===== config.mk =====
export PLATFORM = sky130hd
export DESIGN_NAME = pocket_detector
export DESIGN_NICKNAME = d
export VERILOG_FILES = /design/src/rtl/pocket_detector.sv
export SDC_FILE = /design/constraint.sdc
export NUM_CORES = 1
export LEC_CHECK = 0
export CAP_MARGIN = 5
export CORE_MARGIN = 2
export CORE_UTILIZATION = 30
export CTS_BUF_LIST = sky130_fd_sc_hd__clkbuf_4
export DETAILED_ROUTE_END_ITERATION = 16
export PLACE_DENSITY = 0.49
export SETUP_SLACK_MARGIN = 0.2
export SLEW_MARGIN = 15
export SYNTH_ARGS = -nofsm -noshare
export SYNTH_HDL_FRONTEND = slang
export SYNTH_SLANG_ARGS = --single-unit

===== constraint.sdc =====
create_clock -name clk -period 5.4 [get_ports clk]
set_clock_uncertainty 0.05 [all_clocks]
set_input_delay 0.54 -clock clk [delete_from_list [all_inputs] [get_ports clk]]
set_output_delay 0.54 -clock clk [all_outputs]
set_load 0.05 [all_outputs]

===== src/rtl/pocket_detector.sv =====
// Pocket detector: counts per-ball hole overlap pixels each frame and, at the
// frame boundary, reports newly pocketed object balls and cue-ball scratches.
module pocket_detector #(
  parameter int unsigned NUM_BALLS         = 8,
  parameter int unsigned CUE_INDEX         = 0,
  parameter int unsigned OVERLAP_THRESHOLD = 64,
  parameter int unsigned CNT_W             = 10
) (
  input  logic                 clk,
  input  logic                 reset,
  input  logic                 startOfFrame,
  input  logic                 drawingRequestHole,
  input  logic [NUM_BALLS-1:0] drawingRequestBall,
  input  logic                 clearMask,
  output logic [NUM_BALLS-1:0] pocketed,
  output logic [NUM_BALLS-1:0] pocketedMask,
  output logic                 scratch,
  output logic [3:0]           pocketCount,
  output logic                 allPocketed
);

  typedef enum logic [1:0] {StWaitSof, StAccum, StEval} state_e;

  localparam logic [CNT_W-1:0]     CntMax  = '1;
  localparam logic [NUM_BALLS-1:0] CueMask = NUM_BALLS'(1) << CUE_INDEX;

  state_e r_state, w_state_next;

  logic [CNT_W-1:0]     r_cnt [NUM_BALLS];
  logic [CNT_W-1:0]     w_cnt_next [NUM_BALLS];
  logic [NUM_BALLS-1:0] r_mask, w_mask_next;
  logic [NUM_BALLS-1:0] r_pocketed, w_new_pocket;
  logic                 r_scratch, w_scratch_next;
  logic [NUM_BALLS-1:0] w_overlap;
  logic [NUM_BALLS-1:0] w_hit;
  logic                 w_eval_now;
  logic [3:0]           w_count;

  assign w_overlap  = drawingRequestBall & {NUM_BALLS{drawingRequestHole}};
  // Evaluation only closes a frame that was fully accumulated.
  assign w_eval_now = (r_state == StAccum) && startOfFrame;

  // FSM state register.
  always_ff @(posedge clk or posedge reset) begin
    if (reset) r_state <= StWaitSof;
    else       r_state <= w_state_next;
  end

  // FSM next-state logic.
  always_comb begin
    w_state_next = r_state;
    unique case (r_state)
      StWaitSof: if (startOfFrame) w_state_next = StAccum;
      StAccum:   if (startOfFrame) w_state_next = StEval;
      StEval:    w_state_next = StAccum;
      default:   w_state_next = StWaitSof;
    endcase
  end

  // Per-ball hit decision and counter next state; the boundary pixel seeds the new frame.
  always_comb begin
    for (int i = 0; i < NUM_BALLS; i++) begin
      w_hit[i]      = 32'(r_cnt[i]) >= OVERLAP_THRESHOLD;
      w_cnt_next[i] = r_cnt[i];
      if (startOfFrame && (r_state != StEval)) begin
        w_cnt_next[i] = CNT_W'(w_overlap[i]);
      end else if ((r_state != StWaitSof) && w_overlap[i] && (r_cnt[i] != CntMax)) begin
        w_cnt_next[i] = r_cnt[i] + 1'b1;
      end
    end
  end

  // Pulse and mask next state; clearMask overrides the mask update but not the pulses.
  always_comb begin
    w_new_pocket   = w_eval_now ? (w_hit & ~CueMask & ~r_mask) : '0;
    w_scratch_next = w_eval_now && w_hit[CUE_INDEX];
    w_mask_next    = clearMask ? '0 : (r_mask | w_new_pocket);
  end

  // Datapath registers: overlap counters, sticky mask and boundary pulses.
  always_ff @(posedge clk or posedge reset) begin
    if (reset) begin
      for (int i = 0; i < NUM_BALLS; i++) r_cnt[i] <= '0;
      r_mask     <= '0;
      r_pocketed <= '0;
      r_scratch  <= 1'b0;
    end else begin
      for (int i = 0; i < NUM_BALLS; i++) r_cnt[i] <= w_cnt_next[i];
      r_mask     <= w_mask_next;
      r_pocketed <= w_new_pocket;
      r_scratch  <= w_scratch_next;
    end
  end

  // FSM outputs: pulses only in EVAL, mask-derived status otherwise.
  always_comb begin
    w_count = '0;
    for (int i = 0; i < NUM_BALLS; i++) w_count = w_count + 4'(r_mask[i]);
    pocketed     = (r_state == StEval) ? r_pocketed : '0;
    scratch      = (r_state == StEval) && r_scratch;
    pocketedMask = r_mask;
    pocketCount  = w_count;
    allPocketed  = &(r_mask | CueMask);
  end

endmodule


After elaboration in Yosys (flattened, before gate mapping) --
Index checks and enable logic that the tools add are counted.
Storage, ports and cells: register bits 99, output and inout bits 22, input bits 13, logic and storage cells 106
Operators by class: $add $sub $neg 15, magnitude comparators 8, reduce and logical (&&, ||, !) cells 32, bitwise gates (word level) 4, equality and inequality tests 13, mux-type cells 22
Operators by type and width (count):
- 10-bit two-way mux | 16
- 10-bit by 1-bit adder with 10-bit output, second input constant | 8
- 10-bit by 7-bit >= comparator with 1-bit output, second input constant | 8
- 10-bit != test, second input constant | 8
- 8-bit two-way mux | 3
- 1-bit logical AND | 20
- 2-bit nonzero test | 9
- 4-bit by 1-bit adder with 4-bit output | 4
- 8-bit bitwise AND | 2
- 8-bit NOT | 1
- 8-bit OR | 1
- 7-bit AND reduction | 1
- 2-bit != test, second input constant | 3
- 2-bit case mux with 3 select lines | 1
- 3-bit by 1-bit adder with 4-bit output | 1
- 2-bit two-way mux | 2
- 2-bit by 1-bit adder with 3-bit output | 1
- 1-bit by 1-bit adder with 2-bit output | 1
- 2-bit by 1-bit equality test with 1-bit output, second input constant | 1
- 2-bit equality test, second input constant | 1
- 2-bit zero test | 1
- 2-bit AND reduction | 1

Logic depth before layout (Yosys ltp) --
Gate-level depths: netlist (run 1).
depth after elaboration 7, mapped depth 9, mapped depth without buffers 9

Least setup slack after synthesis (run 1) --
Ideal clock, no wire load.
path kind flip-flop to output port, start reg r_mask[3] (netlist: pocketedMask[3]), end out pocketCount[2], arrival time 3331 ps, buffers on the path 0, path slack 1479 ps, data required time 4810 ps, stages on the path, launching flop included 10, cells stage by stage dfrtp_1 ha_1 inv_1 fa_1 fa_1 inv_1 ha_1 inv_1 fa_1 xnor2_1
On the way: word-level cells in the longest chain between the ends 5
RTL lines:
- start, declared | RTL line 31 | logic [NUM_BALLS-1:0] r_mask, w_mask_next;
- start signal, assigned | RTL line 89 | r_mask <= w_mask_next;
- 3-bit by 1-bit adder with 4-bit output | RTL line 98 | for (int i = 0; i < NUM_BALLS; i++) w_count = w_count + 4'(r_mask[i]);
- 4-bit by 1-bit adder with 4-bit output (4 in a row) | RTL line 98
- end, declared | RTL line 18 | output logic [3:0] pocketCount,
Every way passes these cells.

Final worst setup path (run 1) --
Same ends and word-level chain as after synthesis.

==> flow_metrics.py, run 1 <==
metrics = {
    "outcome": {
        "outcome": "finished clean",
    },
    "critical_path": {
        "cp.depth": 10,
        "crit_path_start_kind": "register",
        "worstSetupPathType": "register to output port",
        "cpLargestDelayFamily": "adder cells",
        "end_kind": "output port",
        "worstPathMaxFanout": 5,
        "path_cells": "ha_1, inv_1, fa_1, fa_1, inv_1, ha_1, inv_1, fa_1, xnor2_1, clkdlybuf4s50_1",
        "required_ns": 4.81,
        "cp.arrival_ns": 3.77,
        "crit_path_max_incr_delay_ns": 0.82,
        "cp_num_buf_inv": 4,
        "r2r_cells": 4,
        "slowest_stage": "clkdlybuf4s50_1",
    },
    "global_routing": {
        "antenna_found_initial": 1,
        "grt-ovfl-total": 0,
        "busiest_layer": "met2",
        "grt_usage_pct": 14.00,
        "grt_use_met1_pct": 18.99,
        "use_met2_pct": 22.98,
        "grt_pass1_wl_um": 22420,
        "grt_use_met3_pct": 3.077,
        "grt_pass1_vias": 4448,
        "grt_max_degree": 70,
    },
    "placed_design": {
        "place_congestion": 0.7534,
        "place_inst": 835,
        "place_ws_ns": 1.553,
        "hpwl_um": 8893,
        "placed_area_um2": 6063,
        "port_buffers": 32,
    },
    "finish": {
        "instances_no_fill": 852,
        "nNetsFinal": 653,
        "area_delta_synth_final_pct": 12.37,
        "design_area_um2": 6227,
        "drive_above_1_share_pct": 5.145,
    },
    "route": {
        "routed-via-count": 4605,
        "viasPerCell": 5.405,
        "ant_nets": 0,
        "dr.first_iter.drc_count": 255,
        "drc": 0,
        "first_pass_iters": 4,
        "wl_per_cell_um": 15.61,
        "drt_wl_total_um": 13300,
    },
    "yosys": {
        "synth_seq_cells": 97,
        "post_synth.cell_area_avg_um2": 9.329,
        "synth_cell_types": 53,
        "netlist_instances": 594,
        "ys.flop_type": "dfrtp_1",
        "yosysWarnings": 0,
        "syn-cell-area_um2": 5542,
        "seq_area_frac_synth_pct": 43.80,
        "async_reset_ff_share_pct": 100.0,
        "synth_edf_count": 0,
    },
    "timing": {
        "layout_setup_ws_ns": 1.042,
        "rsz0062_at_grt": "false",
        "tightest_slew_ns": 1.056,
        "slew_viol_final": 0,
        "period_share_pct": 80.71,
        "hold_violations": 0,
        "tns_ns": 0,
        "relSlewSlack_pct": 29.01,
        "period_minus_slack_ns": 4.358,
        "setup_viol": 0,
        "max_freq_mhz": 229.5,
    },
    "pwr": {
        "intPower_uw": 1046,
        "powerDensity_nw_per_um2": 253.3,
        "p_sw_uw": 531.8,
        "power_uw": 1577,
        "irDropWorstVdd_v": 0.0001194,
        "swShare_pct": 33.71,
        "combPwrFrac_pct": 18.2,
        "power_frac_clock_pct": 28.7,
        "seq_power_share_pct": 53.1,
        "power_leakage_uw": 0.002520,
    },
    "clock_tree": {
        "cts_tree": "done",
        "cts_resized": 0,
        "postCtsSetupRepairBufs": 0,
        "cts_sinks": 97,
        "hold_buffers": 0,
        "cts_buffer_depth": 2,
        "worstSkewPairLatency_ns": 0.49,
        "htreeDepth": 3,
        "clkTransAtPathRegs_ns": 0.16,
        "cts_made_buffers": 9,
        "root_buffer": "clkbuf_4",
    },
    "worst_hold_path": {
        "worst_hold_path_type": "register to register",
        "min_path_cells": 1,
    },
    "floorplanning": {
        "dieArea_um2": 19570,
        "pin_count": 35,
        "placementRows": 49,
        "die_w_um": 139.9,
        "die_h_um": 139.9,
        "initial_core_util_pct": 30.74,
        "coreArea_um2": 18020,
    },
    "job": {
        "drv_cap": 0,
    },
}
-- cells in the final DEF (no fill, tap or decap), types with 3 or more instances in the layout --
| cell | n |
|---|---|
| dfrtp_1 | 97 |
| o31ai_1 | 22 |
| nor4_1 | 8 |
| xnor2_1 | 5 |
| nor3_1 | 18 |
| clkdlybuf4s50_1 | 32 |
| o311ai_0 | 5 |
| or3_1 | 13 |
| nand2b_1 | 4 |
| o21ai_0 | 27 |
| nor2_1 | 35 |
| mux2i_1 | 7 |
| o211ai_1 | 6 |
| and2_1 | 11 |
| nand2_1 | 42 |
| or4_1 | 20 |
| nor2b_1 | 3 |
| o2111ai_1 | 6 |
| xor2_1 | 6 |
| and3_1 | 7 |
| o2111a_1 | 3 |
| a211oi_1 | 6 |
| o21a_1 | 3 |
| a21oi_1 | 47 |
| o41ai_1 | 9 |
| inv_1 | 39 |
| nand3_1 | 39 |
| o211a_1 | 6 |
| ha_1 | 20 |
| buf_4 | 5 |
| clkbuf_4 | 9 |
| fa_1 | 3 |
| a31oi_1 | 7 |
| and4_1 | 7 |
| nand4_1 | 14 |
-- stage by stage --
stage	util [%]	hold WS, ns
after floorplan	-	0.4363
after global placement	33.64	0.3806
after detailed placement	33.64	0.3893
after CTS	34.53	0.4100
after global routing	34.55	0.4292
final	34.55	0.4025
-- cell families after synthesis --
logic type | Yosys count | share of synthesized area, %
AOI/OAI and AO/OA | 158 | 19.55
xor gates and xnor gates | 11 | 1.738
adders and majority gates | 23 | 5.600
buffers and inverters | 66 | 5.057
DFF | 97 | 43.80
muxes | 8 | 1.468
other | 1 | 0.06767
and+or+nand+nor | 230 | 22.71
-- path summary, 6_finish.rpt --
kind / slack, ns / to / start
hold reg to reg: 0.40 / r_pocketed[4] / pocketedMask[4]
setup / recovery: 1.04 / pocketCount[2] / pocketedMask[3]
setup reg to reg: 2.59 / pocketedMask[3] / r_state[0]
max in group asynchronous: 3.82 / r_cnt[31] / reset
hold / removal: 0.40 / r_pocketed[4] / pocketedMask[4]
min in group asynchronous: 0.52 / r_cnt[14] / reset
-- power groups by stage --
stage                     Clock, µW  Combinational (µW)  Sequential (µW)
final                           453                 287              837
after global routing            503                 326              848
after CTS                       478                 293              837
after detailed placement          0                 291              851
after global placement            0                 282              848
after floorplan                   0                 241              815
-- routing by layer --
layer  routed length [µm]  vias up  share of wire [%]
met3                  460       10                3.5
li1                     -     2262                  -
met4                  130        0               0.98
met1                 6338     2257                 48
met5                    0        -                  0
met2                 6371       76                 48
-- flip-flops by register name, summed over array words and instances, names as in the netlist --
name	count
r_cnt	80
pocketedMask	7
r_pocketed	7
r_state	2
r_scratch	1
-- Yosys cell counts (all sizes together) (3+ instances only) --
cell	instances	area share (%)
clkbuf	14	0.95
mux2i	7	1.3
or4	20	2.7
ha	20	4.5
nand2	42	2.8
o31ai	24	3.4
dfrtp	97	44
a21oi	47	4.2
o21ai	27	2.4
o2111ai	6	0.95
nor2	35	2.4
and4	7	1.1
o2111a	3	0.61
nor3	18	1.6
inv	40	2.7
o211ai	7	1.0
buf	12	1.4
nand4	17	2.6
a31oi	7	0.79
nand2b	4	0.45
o211a	8	1.6
nand3	39	3.5
nor2b	3	0.34
fa	3	1.1
o311ai	5	0.79
xnor2	5	0.79
xor2	6	0.95
o41ai	9	1.4
a211oi	6	0.81
o21a	3	0.41
and2	12	1.4
and3	7	0.79
nor4	8	0.90
or3	13	1.5
-- worst register-to-register path, cell delays in order, from the launching register on --
cell,delay [ns]
dfrtp_1,0.94
nand2_1,0.37
nor2_1,0.80
o41ai_1,0.34
a21oi_1,0.23
-- cell type report --
| class | instances | area [µm²] |
|---|---|---|
| fill | 1826 | 11800 |
| multi-input combinational | 432 | 2839 |
| sequential | 97 | 2427 |
| timing repair buffer | 37 | 357.8 |
| tap | 229 | 286.5 |
| inverter | 40 | 152.6 |
| clock inverter | 7 | 93.84 |
| clock buffer | 9 | 67.56 |
| antenna | 1 | 2.502 |
Note: power is estimated with default switching activity, not from simulation.
==> run 2: changes to the inputs <==
==> constraint.sdc (replaced) <==
create_clock -name clk -period 4.01 [get_ports clk]
set_clock_uncertainty 0.05 [all_clocks]
set_input_delay 0.401 -clock clk [delete_from_list [all_inputs] [get_ports clk]]
set_output_delay 0.401 -clock clk [all_outputs]
set_load 0.05 [all_outputs]
==> run 2 against run 1 <==
Net effect:
- global-route usage increased by 0.10 points
- cell count increased by 0.59%
- first-iteration DRC count increased by 9.4%
- design area increased by 0.92%
- die area unchanged
- combinational power increased by 54%
- critical path type unchanged
- critical endpoint is now pocketCount[1]
- largest cell class unchanged
- largest power group unchanged
- highest routed layer unchanged
==> flow_metrics.py, run 2 (synthesized netlist as in run 1, its figures left out) <==
metrics = {
    "timing": {
        "max_freq_mhz": 277.7,
        "period_share_pct": 89.81,
        "relSlewSlack_pct": 35.54,
        "slew_viol_final": 0,
        "tns_ns": 0,
        "tightest_slew_ns": 0.9611,
        "hold_violations": 0,
        "setup_viol": 0,
        "rsz0062_at_grt": "false",
        "period_minus_slack_ns": 3.602,
    },
    "floorplanning": {
        "initial_core_util_pct": 30.74,
        "coreArea_um2": 18020,
        "dieArea_um2": 19570,
        "die_w_um": 139.9,
        "die_h_um": 139.9,
        "placementRows": 49,
        "pin_count": 35,
    },
    "route": {
        "dr.first_iter.drc_count": 279,
        "ant_nets": 0,
        "top_layer_used": "met4",
        "routed-via-count": 4607,
        "viasPerCell": 5.376,
        "drt-met1-wl_um": 6403,
        "dr_wl_met3_um": 367,
        "drc": 0,
        "wl_met2_um": 6550,
        "drt_wl_total_um": 13450,
        "first_pass_iters": 5,
        "wl_per_cell_um": 15.69,
    },
    "placed_design": {
        "place_inst": 839,
        "place_congestion": 0.7679,
        "hpwl_um": 9136,
        "placed_area_um2": 6113,
        "port_buffers": 32,
    },
    "finish": {
        "area_delta_synth_final_pct": 13.41,
        "drive_above_1_share_pct": 6.539,
        "final_cell_mix": "dfrtp_1, a21oi_1, nand2_1",
        "instances_no_fill": 857,
        "design_area_um2": 6285,
        "regMostFlops": "r_cnt",
        "largest_register_ffs": 80,
        "layout_commonest_cell": "dfrtp_1",
        "nNetsFinal": 658,
        "fillerInstances": 1840,
    },
    "pwr": {
        "irDropWorstVdd_v": 0.0001533,
        "powerDensity_nw_per_um2": 341.8,
        "power_leakage_uw": 0.002575,
    },
    "critical_path": {
        "crit_path_start_kind": "register",
        "r2r_cells": 5,
        "cp-startpoint": "pocketedMask[1]",
        "r2r_start": "r_state[0]",
        "worstSetupPathType": "register to output port",
        "cp.arrival_ns": 3.15,
        "worstPathMaxFanout": 5,
        "required_ns": 3.56,
        "end_kind": "output port",
    },
    "global_routing": {
        "grt_usage_pct": 14.10,
        "grt_max_degree": 56,
        "antenna_found_initial": 1,
        "grt_pass1_wl_um": 22580,
        "grt_pass1_vias": 4431,
        "grt-ovfl-total": 0,
    },
    "clock_tree": {
        "hold_buffers": 0,
        "htreeDepth": 3,
        "cts_made_buffers": 9,
        "clkTransAtPathRegs_ns": 0.17,
        "cts_buffer_depth": 2,
        "cts_tree": "done",
        "root_buffer": "clkbuf_4",
        "worstSkewPairLatency_ns": 0.50,
        "cts_sinks": 97,
    },
    "worst_hold_path": {
        "worst_hold_path_type": "input pin to asynchronous set/reset pin",
    },
    "job": {
        "drv_cap": 0,
    },
    "outcome": {
        "outcome": "finished clean",
    },
}
run 2: power breakdown:
group | internal, µW | leakage (µW) | switching [µW]
clock | 267 | 0.0000912 | 349
sequential | 1030 | 0.00134 | 63.8
combinational | 144 | 0.00114 | 297
run 2: cell type report:
cell class / instances / area [µm²] / area share (%)
Multi-Input combinational cell: 432 / 2841 / 45.21
Sequential cell: 97 / 2427 / 38.62
Timing Repair Buffer: 42 / 412.9 / 6.570
Tap cell: 229 / 286.5 / 4.559
Inverter: 40 / 152.6 / 2.429
Clock buffer: 11 / 82.58 / 1.314
Clock inverter: 5 / 78.83 / 1.254
Antenna cell: 1 / 2.502 / 0.03982
run 2: per-layer routing:
| metal | vias to the layer above | global-route usage (%) |
|---|---|---|
| met2 | 59 | 23.72 |
| li1 | 2270 | - |
| met5 | - | 0 |
| met1 | 2270 | 18.56 |
| met4 | 0 | 3.053 |
| met3 | 8 | 3.350 |
run 2: timing repair:
item                                    in CTS  in global routing
endpoints found under the setup margin       2                  1
endpoints found under the hold margin        0                  0
setup buffers                                0                  1
pin swaps                                    0                  1
resized for setup                            2                  1
run 2: path summary, 6_finish.rpt:
| path | slack, ns | endpoint |
|---|---|---|
| min in group clk | 0.41 | r_pocketed[5] |
| max | 0.41 | pocketCount[1] |
| min reg2reg | 0.41 | r_pocketed[5] |
| max reg2reg | 1.80 | pocketedMask[2] |
| max in group asynchronous | 2.92 | r_cnt[56] |
| min | 0.24 | r_cnt[17] |
run 2: critical path, stage by stage, from the launching register on:
cell     delay, ns
dfrtp_1       0.44
ha_1          0.30
inv_1         0.07
fa_1          0.42
fa_1          0.49
inv_1         0.05
ha_1          0.18
inv_1         0.07
fa_2          0.42
inv_1         0.06
buf_4         0.18
run 2: per-stage QoR:
step	total power, µW	util [%]	setup WS [ns]	hold slack (ns)
finish	2148	34.87	0.4085	0.2421
global route	2280	34.87	0.2048	0.2651
CTS	2179	34.80	0.3413	0.2521
detailed placement	1557	33.92	0.7035	0.3939
global placement	1541	33.92	0.7570	0.3824
floorplan	1422	-	0.2278	0.4141
==> run 3: changes to the inputs <==
--- a/config.mk
+++ b/config.mk
@@ -9,6 +9,7 @@
 export CORE_MARGIN = 2
 export CORE_UTILIZATION = 30
 export CTS_BUF_LIST = sky130_fd_sc_hd__clkbuf_4
+export CTS_CLUSTER_DIAMETER = 100
 export DETAILED_ROUTE_END_ITERATION = 16
 export PLACE_DENSITY = 0.49
 export SETUP_SLACK_MARGIN = 0.2
==> results of run 3 <==
Final layout, timing and power as in run 2 (identical DEF).
